File: src/rtl/cache_fill_pkg.sv
// Shared types and geometry helpers for the cache-line fill controller.
// Widths are derived from line geometry so every block agrees on them.
package cache_fill_pkg;

  typedef enum logic [1:0] {
    IDLE,
    FILL,
    DONE
  } fill_state_t;

  function automatic int calc_idx_w(input int line_words);
    return $clog2(line_words);
  endfunction

  function automatic int calc_off_w(input int line_words, input int word_bytes);
    return $clog2(line_words * word_bytes);
  endfunction

  function automatic int calc_wb_w(input int word_bytes);
    return $clog2(word_bytes);
  endfunction

endpackage

File: src/rtl/cache_line_fill_ctrl_counter.sv
// Clear/increment word counter; word_idx is the wrapped line index (start + count).
// Updates one cycle after inc; clr has priority over inc.
module fill_word_counter
  import cache_fill_pkg::*;
#(
  parameter int IDX_W = 3
) (
  input  logic             clk,
  input  logic             rst,
  input  logic             clr,
  input  logic             inc,
  input  logic [IDX_W-1:0] start,
  output logic [IDX_W:0]   cnt,
  output logic [IDX_W-1:0] word_idx
);

  always_ff @(posedge clk) begin
    if (rst || clr) begin
      cnt <= '0;
    end else if (inc) begin
      cnt <= cnt + (IDX_W + 1)'(1);
    end
  end

  // Dropping the carry gives the mod-LINE_WORDS wrap for free.
  assign word_idx = start + cnt[IDX_W-1:0];

endmodule

File: src/rtl/cache_line_fill_ctrl.sv
// Line fill controller: one read request per word under valid/ready, in-order responses
// written straight into the data array; first request one cycle after the miss, held under backpressure.
module cache_line_fill_ctrl
  import cache_fill_pkg::*;
#(
  parameter int ADDR_W     = 16,
  parameter int WORD_BYTES = 2,
  parameter int LINE_WORDS = 8,
  parameter bit CWF        = 1'b0
) (
  input  logic              clk,
  input  logic              rst,
  input  logic              miss_detected,
  input  logic [ADDR_W-1:0] miss_address,
  input  logic              mem_req_ready,
  output logic              mem_req_valid,
  output logic [ADDR_W-1:0] memory_address,
  input  logic              memory_data_valid,
  output logic              fsm_busy,
  output logic              write_data_array,
  output logic              write_tag_array,
  output logic [ADDR_W-1:0] cache_address,
  output logic              fill_done
);

  localparam int IDX_W = calc_idx_w(LINE_WORDS);
  localparam int OFF_W = calc_off_w(LINE_WORDS, WORD_BYTES);
  localparam int WB_W  = calc_wb_w(WORD_BYTES);
  localparam logic [ADDR_W-1:0] OFF_MASK = ADDR_W'(LINE_WORDS * WORD_BYTES - 1);
  localparam logic [IDX_W:0]    N_WORDS  = (IDX_W + 1)'(LINE_WORDS);
  localparam logic [IDX_W:0]    LAST_IDX = (IDX_W + 1)'(LINE_WORDS - 1);

  fill_state_t       state, state_nxt;
  logic [ADDR_W-1:0] base;
  logic [IDX_W-1:0]  start;
  logic [IDX_W-1:0]  crit_idx;
  logic              capture;
  logic              req_fire;
  logic [IDX_W:0]    req_cnt, rsp_cnt;
  logic [IDX_W-1:0]  req_idx, rsp_idx;

  generate
    if (CWF) begin : g_cwf
      assign crit_idx = miss_address[OFF_W-1:WB_W];
    end else begin : g_linear
      assign crit_idx = '0;
    end
  endgenerate

  assign capture = (state == IDLE) && miss_detected;

  always_ff @(posedge clk) begin
    if (rst) begin
      state <= IDLE;
      base  <= '0;
      start <= '0;
    end else begin
      state <= state_nxt;
      if (capture) begin
        base  <= miss_address & ~OFF_MASK;
        start <= crit_idx;
      end
    end
  end

  always_comb begin
    state_nxt        = state;
    mem_req_valid    = 1'b0;
    write_data_array = 1'b0;
    write_tag_array  = 1'b0;
    fill_done        = 1'b0;
    case (state)
      IDLE: if (miss_detected) state_nxt = FILL;
      FILL: begin
        mem_req_valid = (req_cnt < N_WORDS);
        // A response with nothing outstanding is stale and must not be written.
        write_data_array = memory_data_valid && (rsp_cnt < req_cnt);
        write_tag_array  = write_data_array && (rsp_cnt == LAST_IDX);
        if (write_tag_array) state_nxt = DONE;
      end
      DONE: begin
        fill_done = 1'b1;
        state_nxt = IDLE;
      end
      default: state_nxt = IDLE;
    endcase
  end

  assign req_fire = mem_req_valid && mem_req_ready;
  assign fsm_busy = (state != IDLE) || miss_detected;

  fill_word_counter #(.IDX_W(IDX_W)) u_req_cnt (
    .clk      (clk),
    .rst      (rst),
    .clr      (capture),
    .inc      (req_fire),
    .start    (start),
    .cnt      (req_cnt),
    .word_idx (req_idx)
  );

  fill_word_counter #(.IDX_W(IDX_W)) u_rsp_cnt (
    .clk      (clk),
    .rst      (rst),
    .clr      (capture),
    .inc      (write_data_array),
    .start    (start),
    .cnt      (rsp_cnt),
    .word_idx (rsp_idx)
  );

  // Base is line-aligned, so these sums never carry out of the line.
  assign memory_address = base + (ADDR_W'(req_idx) << WB_W);
  assign cache_address  = base + (ADDR_W'(rsp_idx) << WB_W);

endmodule

File: config.mk
export PLATFORM = sky130hd
export DESIGN_NAME = cache_line_fill_ctrl
export DESIGN_NICKNAME = d
export VERILOG_FILES = /design/src/rtl/cache_fill_pkg.sv /design/src/rtl/cache_line_fill_ctrl_counter.sv /design/src/rtl/cache_line_fill_ctrl.sv
export SDC_FILE = /design/constraint.sdc
export NUM_CORES = 1
export LEC_CHECK = 0
export ABC_CLOCK_PERIOD_IN_PS = 1700
export CAP_MARGIN = 0
export CELL_PAD_IN_SITES_DETAIL_PLACEMENT = 2
export CELL_PAD_IN_SITES_GLOBAL_PLACEMENT = 2
export CORE_MARGIN = 2
export CORE_UTILIZATION = 18
export DETAILED_ROUTE_END_ITERATION = 12
export GPL_TIMING_DRIVEN = 0
export PLACE_DENSITY = 0.83
export SLEW_MARGIN = 10
export SYNTH_ARGS = -nofsm -noshare
export SYNTH_HDL_FRONTEND = slang
export SYNTH_SLANG_ARGS = --single-unit
File: constraint.sdc
create_clock -name clk -period 1.7 [get_ports clk]
set_input_delay 0.17 -clock clk [delete_from_list [all_inputs] [get_ports clk]]
set_output_delay 0.17 -clock clk [all_outputs]
set_load 0.1 [all_outputs]
==> impl_metrics.prom, run 1 <==
# TYPE chip_impl_metric gauge
chip_impl_info{name="run_status",value="finished, violations left"} 1
chip_impl_info{name="violations",value="negative setup slack"} 1
chip_impl_metric{name="timing.clock.skew",unit="ps"} 4.84
chip_impl_metric{name="tritoncts_sink_count",unit=""} 22
chip_impl_metric{name="final_design_area_no_fill",unit="µm²"} 1960
chip_impl_metric{name="detailed_place_hpwl",unit="mm"} 2.61
chip_impl_metric{name="cts_max_level",unit=""} 1
chip_impl_metric{name="die-area",unit="µm²"} 6850
chip_impl_metric{name="switching_power",unit="mW"} 0.602
chip_impl_metric{name="muxShareOfSynthArea",unit=""} 0
chip_impl_metric{name="core.rowCount",unit=""} 28
chip_impl_metric{name="ys_seq_elements",unit=""} 22
chip_impl_metric{name="die-height",unit="µm"} 82.7
chip_impl_metric{name="timing.final.setup_violations",unit=""} 6
chip_impl_metric{name="parity_gate_share_of_the_synthesized_area_counting_xor_and_xnor_cells",unit=""} 0.0157
chip_impl_metric{name="synth.distinct_cells",unit=""} 29
chip_impl_metric{name="critical_path_required",unit="ps"} 1530
chip_impl_metric{name="sequential_cell_area",unit="µm²"} 450
chip_impl_metric{name="final_max_slew_viol_count",unit=""} 0
chip_impl_metric{name="post-route-util",unit=""} 0.330
chip_impl_metric{name="hold-path-cell-count",unit=""} 3
chip_impl_info{name="dominant_combinational_cell_family_by_area_after_synthesis",value="simple AND/OR/NAND/NOR gates"} 1
chip_impl_metric{name="io_pins",unit=""} 58
chip_impl_metric{name="grt.overflow.total",unit=""} 0
chip_impl_metric{name="first_iter_violations",unit=""} 34
chip_impl_metric{name="power.share.sequential",unit=""} 0.351
chip_impl_metric{name="cts_buffers",unit=""} 3
chip_impl_metric{name="clock_latency",unit="ps"} 270
chip_impl_metric{name="clock_power_share",unit=""} 0.322
chip_impl_metric{name="reg2reg_depth",unit=""} 6
chip_impl_metric{name="maxClockFrequency",unit="MHz"} 497
chip_impl_metric{name="power.combinational.fraction",unit=""} 0.327
chip_impl_metric{name="seq_area_frac_synth",unit=""} 0.395
chip_impl_metric{name="design.core.area",unit="µm²"} 5960
chip_impl_metric{name="syn-instance-count",unit=""} 138
chip_impl_metric{name="drt_drc_violations_left",unit=""} 0
chip_impl_metric{name="cap_violations",unit=""} 0
chip_impl_metric{name="finalCritPeriodShare",unit=""} 1.18
chip_impl_metric{name="first_pass_iters",unit=""} 3
chip_impl_metric{name="period_needed",unit="ps"} 2010
chip_impl_metric{name="grt_start_max_net_pins",unit=""} 14
chip_impl_metric{name="synth_adder_area_share",unit=""} 0.0561
chip_impl_metric{name="antenna_found_initial",unit=""} 0
chip_impl_metric{name="fillcell_total",unit=""} 701
chip_impl_metric{name="max-slew-margin-rel",unit=""} 0.370
chip_impl_metric{name="track_usage",unit=""} 0.117
chip_impl_info{name="end_kind",value="output port"} 1
chip_impl_metric{name="dp_slack",unit="ps"} -1010
chip_impl_metric{name="buffer_ports.inserted",unit=""} 51
chip_impl_info{name="hp-class",value="input port to flip-flop"} 1
chip_impl_metric{name="diodes",unit=""} 0
chip_impl_metric{name="cts_hold_buffers",unit=""} 0
chip_impl_metric{name="highest_fanout_seen_on_the_critical_path",unit=""} 3
chip_impl_metric{name="p_leak",unit="nW"} 0.793
chip_impl_metric{name="worst_margin_pin_slew",unit="ps"} 949
chip_impl_metric{name="grt_first_pass_wirelength",unit="mm"} 6.05
chip_impl_info{name="tritoncts",value="yes"} 1
chip_impl_info{name="path_type_of_the_worst_setup_path",value="flip-flop to output port"} 1
chip_impl_metric{name="synth_area_per_cell",unit="µm²"} 8.09
chip_impl_metric{name="vdd_drop_max",unit="mV"} 0.353
chip_impl_metric{name="power_report.internal_total",unit="mW"} 0.976
chip_impl_metric{name="final_nets",unit=""} 230
chip_impl_metric{name="powerDensity",unit="nW/µm²"} 803
chip_impl_metric{name="gpl.final_weighted_congestion",unit=""} 0.724
chip_impl_metric{name="initial_utilization",unit=""} 0.187
chip_impl_metric{name="wl_per_cell",unit="µm"} 13.4
chip_impl_metric{name="die-width",unit="µm"} 82.7
chip_impl_info{name="critPathLaunchType",value="flip-flop"} 1
chip_impl_metric{name="grt_pass1_vias",unit=""} 1241
chip_impl_metric{name="final.setup.worst_slack",unit="ps"} -312
chip_impl_metric{name="totalWireLength",unit="mm"} 3.73
chip_impl_metric{name="post_synth_and_or_nand_nor_area_fraction",unit=""} 0.226
chip_impl_metric{name="dr_total_vias",unit=""} 1153
chip_impl_info{name="rsz0062_at_grt",value="yes"} 1
chip_impl_metric{name="synth-compound-area-share",unit=""} 0.139
chip_impl_metric{name="fin_worst_hold_slack",unit="ps"} 444
chip_impl_metric{name="final_layout_size_suffix_gt1_frac",unit=""} 0.448
chip_impl_metric{name="arrival",unit="ps"} 1840
chip_impl_metric{name="netSwitchingFraction",unit=""} 0.381
chip_impl_metric{name="path_clk_slew",unit="ps"} 90
chip_impl_metric{name="max-clock-path-buffers",unit=""} 2
chip_impl_metric{name="netlist_area",unit="µm²"} 1120
chip_impl_metric{name="hold_violations",unit=""} 0
chip_impl_metric{name="area_taken_by_multi_input_logic_gates",unit="µm²"} 583
chip_impl_metric{name="area_growth",unit="%"} 76.0
chip_impl_metric{name="post_dp_cell_area",unit="µm²"} 1750
chip_impl_metric{name="drt-vias-per-instance",unit=""} 4.15
chip_impl_metric{name="ant_nets",unit=""} 0
chip_impl_metric{name="yosys_warnings",unit=""} 0
chip_impl_info{name="cts.root.buffer_cell",value="clkbuf_8"} 1
sequential cells by signal (all words and copies together) (netlist names):
register,flops
base,12
state,2
u_req_cnt.cnt,4
u_rsp_cnt.cnt,4
final timing paths:
path / slack, ps / end / start
worst max-delay path: -310 / write_tag_array / u_req_cnt.cnt[1]
worst min-delay path: 440 / base[6] / miss_address[6]
worst max register to register: -180 / u_rsp_cnt.cnt[3] / u_rsp_cnt.cnt[1]
worst min register to register: 480 / base[8] / base[8]
layout by cell type, fill, tap and decap left out, drive strengths merged:
cell	Yosys	routed
conb	1	2
nand3b	1	1
dfxtp	22	22
nor3b	1	1
o31ai	2	2
o211a	1	1
bufinv	0	1
clkbuf	4	15
buf	20	33
nand3	2	2
and2	1	1
o211ai	2	2
xnor2	2	2
nor2b	2	2
o21ai	3	3
a21oi	19	19
clkinvlp	0	1
nand2b	1	1
nor2	7	7
nand4	1	1
or4	2	2
clkdlybuf4s50	0	16
nand2	28	28
or2	1	1
ha	5	5
and4bb	1	1
nor3	1	1
or3	2	2
inv	5	4
and2b	1	1
clkdlybuf4s15	0	23
logic make-up after synthesis:
family | count (synthesis)
buffers and inverters | 29
XOR/XNOR | 2
flip-flops | 22
AO/OA/AOI/OAI | 27
other | 1
AND/OR/NAND/NOR | 52
adder cells (fa/ha/maj) | 5
cell type report:
class	count	share of cell area
multi-input cells	88	0.297
repair buffers	60	0.294
flip-flops and latches	22	0.229
plain buffers	24	0.0841
well taps	75	0.0478
clock buffers	3	0.0210
clock inverters	1	0.0153
inverters	5	0.0115
critical path, stage by stage (launching register included):
cell and delay (ps):
dfxtp_2 340, inv_2 50, ha_4 160, nor3b_2 300, o211a_1 300, nand2_4 90
nor2_4 140, buf_12 180
power by group through the flow:
stage               Sequential [mW]  Combinational (mW)  Clock (mW)
global route                  0.558               0.544       0.546
CTS                           0.553               0.520       0.522
global placement              0.566               0.525           0
detailed placement            0.567               0.532           0
floorplan                     0.685               0.275           0
finish                        0.553               0.516       0.508
per-layer routing:
layer,global-route usage,part of all wire,vias to the layer above
li1,-,-,566
met5,0,0,-
met4,0.0197,0.0027,0
met1,0.135,0.42,552
met3,0.0293,0.052,2
met2,0.218,0.52,33
what timing repair did:
item,in CTS,in global routing
resized for setup,107,29
buffers inserted,7,2
endpoints found under the hold margin,0,0
endpoints found under the setup margin,38,20
pin swaps,8,3
cell usage after synthesis (all sizes together):
library cell   n  share of area
nor3           1         0.0045
nor3b          1          0.011
clkbuf         4          0.013
nand2b         1         0.0056
nand3b         1         0.0067
nor2           7          0.024
and2           1         0.0056
nor2b          2          0.011
conb           1         0.0034
nand3          2         0.0090
or2            1         0.0056
o211ai         2          0.018
or4            2          0.013
nand4          1         0.0056
ha             5          0.056
and4bb         1          0.011
a21oi         19          0.085
and2b          1         0.0067
inv            5          0.017
dfxtp         22           0.39
xnor2          2          0.016
nand2         28          0.094
o31ai          2          0.013
o211a          1         0.0090
o21ai          3          0.013
or3            2          0.012
buf           20           0.13
stage by stage:
step	setup TNS [ps]	power, mW	instances
6_report	-868	1.58	278
5_1_grt	-1360	1.65	278
4_1_cts	-523	1.60	276
3_5_place_dp	-4560	1.10	265
3_3_place_gp	-4200	1.09	265
2_1_floorplan	-139	0.960	139
No activity file was read; power rests on OpenSTA's default activity.
==> run 2: changes to the inputs <==
--- a/config.mk
+++ b/config.mk
@@ -11,9 +11,11 @@
 export CELL_PAD_IN_SITES_GLOBAL_PLACEMENT = 2
 export CORE_MARGIN = 2
 export CORE_UTILIZATION = 18
+export CTS_CLUSTER_SIZE = 24
 export DETAILED_ROUTE_END_ITERATION = 12
 export GPL_TIMING_DRIVEN = 0
-export PLACE_DENSITY = 0.83
+export HOLD_SLACK_MARGIN = 0.1
+export PLACE_DENSITY = 0.85
 export SLEW_MARGIN = 10
 export SYNTH_ARGS = -nofsm -noshare
 export SYNTH_HDL_FRONTEND = slang
==> run 2 against run 1 <==
Compared with the run above:
- setup slack gained 98 ps
- non-clock buffer count grew 3
- the run still ends with negative setup slack left
- combinational power is 0.8% higher
- sequential share of layout area shrank 0.27 points
- flip-flop and latch count stayed put
- core utilization is 0.29 points higher
- global-route usage down 0.071 points
==> impl_metrics.prom, run 2 (synthesis gave the netlist of run 1 again) <==
# TYPE chip_impl_metric gauge
chip_impl_info{name="run_status",value="finished, violations left"} 1
chip_impl_info{name="violations",value="negative setup slack"} 1
chip_impl_metric{name="final_max_slew_viol_count",unit=""} 0
chip_impl_metric{name="critical_path_required",unit="ps"} 1530
chip_impl_info{name="hp-class",value="input port to flip-flop"} 1
chip_impl_metric{name="initial_utilization",unit=""} 0.187
chip_impl_metric{name="fillcell_total",unit=""} 688
chip_impl_info{name="path_type_of_the_worst_setup_path",value="flip-flop to output port"} 1
chip_impl_metric{name="worst_margin_pin_slew",unit="ps"} 951
chip_impl_metric{name="die-width",unit="µm"} 82.7
chip_impl_metric{name="io_pins",unit=""} 58
chip_impl_info{name="cp_slowest_cell",value="dfxtp_2"} 1
chip_impl_metric{name="powerDensity",unit="nW/µm²"} 738
chip_impl_metric{name="gpl.final_weighted_congestion",unit=""} 0.679
chip_impl_metric{name="cts_hold_buffers",unit=""} 0
chip_impl_metric{name="post_dp_cell_area",unit="µm²"} 1750
chip_impl_metric{name="track_usage",unit=""} 0.116
chip_impl_metric{name="largest_reg_flops",unit=""} 12
chip_impl_metric{name="final_nets",unit=""} 233
chip_impl_metric{name="max-clock-path-buffers",unit=""} 2
chip_impl_metric{name="cts_buffers",unit=""} 3
chip_impl_metric{name="final_design_area_no_fill",unit="µm²"} 1980
chip_impl_metric{name="area_taken_by_multi_input_logic_gates",unit="µm²"} 579
chip_impl_metric{name="grt_pass1_vias",unit=""} 1273
chip_impl_metric{name="sequential_cell_area",unit="µm²"} 449
chip_impl_metric{name="crit_cells",unit=""} 7
chip_impl_metric{name="diodes",unit=""} 0
chip_impl_metric{name="hold-path-cell-count",unit=""} 3
chip_impl_metric{name="cts_max_level",unit=""} 1
chip_impl_metric{name="hold_violations",unit=""} 0
chip_impl_metric{name="path_clk_slew",unit="ps"} 90
chip_impl_metric{name="timing.final.setup_violations",unit=""} 5
chip_impl_metric{name="cap_violations",unit=""} 0
chip_impl_metric{name="highest_fanout_seen_on_the_critical_path",unit=""} 3
chip_impl_info{name="cts.root.buffer_cell",value="clkbuf_8"} 1
chip_impl_metric{name="final_layout_size_suffix_gt1_frac",unit=""} 0.417
chip_impl_metric{name="grt.overflow.total",unit=""} 0
chip_impl_metric{name="vdd_drop_max",unit="mV"} 0.295
chip_impl_info{name="reg_top3",value="base (12), u_req_cnt.cnt (4), u_rsp_cnt.cnt (4)"} 1
chip_impl_metric{name="antenna_found_initial",unit=""} 0
chip_impl_metric{name="grt_first_pass_wirelength",unit="mm"} 6.04
chip_impl_metric{name="wl_per_cell",unit="µm"} 13.9
chip_impl_metric{name="tritoncts_sink_count",unit=""} 22
chip_impl_metric{name="max-slew-margin-rel",unit=""} 0.368
chip_impl_metric{name="timing.clock.skew",unit="ps"} 1.92
chip_impl_metric{name="p_leak",unit="nW"} 0.797
chip_impl_metric{name="die-area",unit="µm²"} 6850
chip_impl_metric{name="clock_latency",unit="ps"} 260
chip_impl_metric{name="drt-vias-per-instance",unit=""} 4.26
chip_impl_info{name="tritoncts",value="yes"} 1
chip_impl_info{name="path_cells",value="inv_2 -> ha_4 -> o211ai_1 -> o211a_1 -> nand2_4 -> nor2_4 -> buf_12"} 1
chip_impl_metric{name="first_pass_iters",unit=""} 3
chip_impl_metric{name="area_growth",unit="%"} 77.6
chip_impl_metric{name="period_needed",unit="ps"} 1910
chip_impl_info{name="rsz0062_at_grt",value="yes"} 1
chip_impl_metric{name="finalCritPeriodShare",unit=""} 1.13
chip_impl_metric{name="worst_path_largest_cell_delay",unit="ps"} 350
chip_impl_metric{name="dr_total_vias",unit=""} 1197
chip_impl_metric{name="design.core.area",unit="µm²"} 5960
chip_impl_metric{name="dp_slack",unit="ps"} -1000
chip_impl_metric{name="ant_nets",unit=""} 0
chip_impl_metric{name="first_iter_violations",unit=""} 54
chip_impl_info{name="layout.cells.most_common_list",value="buf_4, nand2_1, clkdlybuf4s15_2, a21oi_1, dfxtp_1"} 1
chip_impl_info{name="path_delay_family",value="compound AO/OA/AOI/OAI gates"} 1
chip_impl_info{name="end_kind",value="output port"} 1
chip_impl_info{name="critPathLaunchType",value="flip-flop"} 1
chip_impl_metric{name="drt_drc_violations_left",unit=""} 0
chip_impl_metric{name="die-height",unit="µm"} 82.7
chip_impl_metric{name="arrival",unit="ps"} 1740
chip_impl_metric{name="critical_path_buf_inv_count",unit=""} 2
chip_impl_metric{name="final.setup.worst_slack",unit="ps"} -214
chip_impl_info{name="max_flop_register",value="base"} 1
chip_impl_metric{name="timing.setup.tns",unit="ps"} -558
chip_impl_metric{name="post-route-util",unit=""} 0.333
chip_impl_metric{name="reg2reg_depth",unit=""} 7
chip_impl_metric{name="maxClockFrequency",unit="MHz"} 523
chip_impl_metric{name="grt_start_max_net_pins",unit=""} 13
chip_impl_metric{name="core.rowCount",unit=""} 28
chip_impl_metric{name="buffer_ports.inserted",unit=""} 51
chip_impl_metric{name="totalWireLength",unit="mm"} 3.91
chip_impl_metric{name="detailed_place_hpwl",unit="mm"} 2.76
chip_impl_info{name="layout_commonest_cell",value="buf_4"} 1
## run 2: cell count changes in the layout (fill, tap and decap cells not counted), sizes merged
cell | previous run | this run
buf | 33 | 37
clkbuf | 15 | 12
bufinv | 1 | 0
clkdlybuf4s15 | 23 | 26
## run 2: power breakdown
part / switching [mW] / internal (mW) / leakage (nW)
Combinational: 0.391 / 0.129 / 0.585
Sequential: 0.0196 / 0.534 / 0.182
Clock: 0.183 / 0.207 / 0.0288
## run 2: cell type report
class	instances	share of cell area
multi-input combinational	88	0.292
sequential	22	0.227
tap	75	0.0473
timing repair buffer	63	0.311
clock buffer	4	0.0278
buffer	24	0.0833
inverter	5	0.0114
## run 2: timing repair
item                                    CTS  global route
endpoints found under the setup margin   38            19
pin swaps                                 8             5
setup buffers                            10             3
gates resized for setup                 109            21
## run 2: stage by stage
step                hold slack [ps]  cells  total power, mW
finish                          448    281             1.46
global route                    451    281             1.54
CTS                             443    279             1.48
detailed placement              476    265             1.10
global placement                459    265             1.09
floorplan                       239    139            0.960
## run 2: path summary, 6_finish.rpt
check,endpoint,slack (ps),startpoint
worst min register to register,base[7],480,base[7]
worst max register to register,u_rsp_cnt.cnt[3],-100,u_req_cnt.cnt[1]
worst max-delay path,write_tag_array,-210,u_req_cnt.cnt[1]
worst min-delay path,base[4],450,miss_address[4]
## run 2: worst min-delay path, delay by kind of cell
kind / cells / cell delay (ps)
AOI/OAI and AO/OA: 1 / 50
and+or+nand+nor: 1 / 50
buffers and inverters: 1 / 390
## run 2: routing by layer
metal	wire, µm	part of all wire	global-route usage
met5	0	0	0
met4	13	0.0033	0.0344
met3	255	0.065	0.0272
met2	2120	0.54	0.231
met1	1510	0.39	0.118
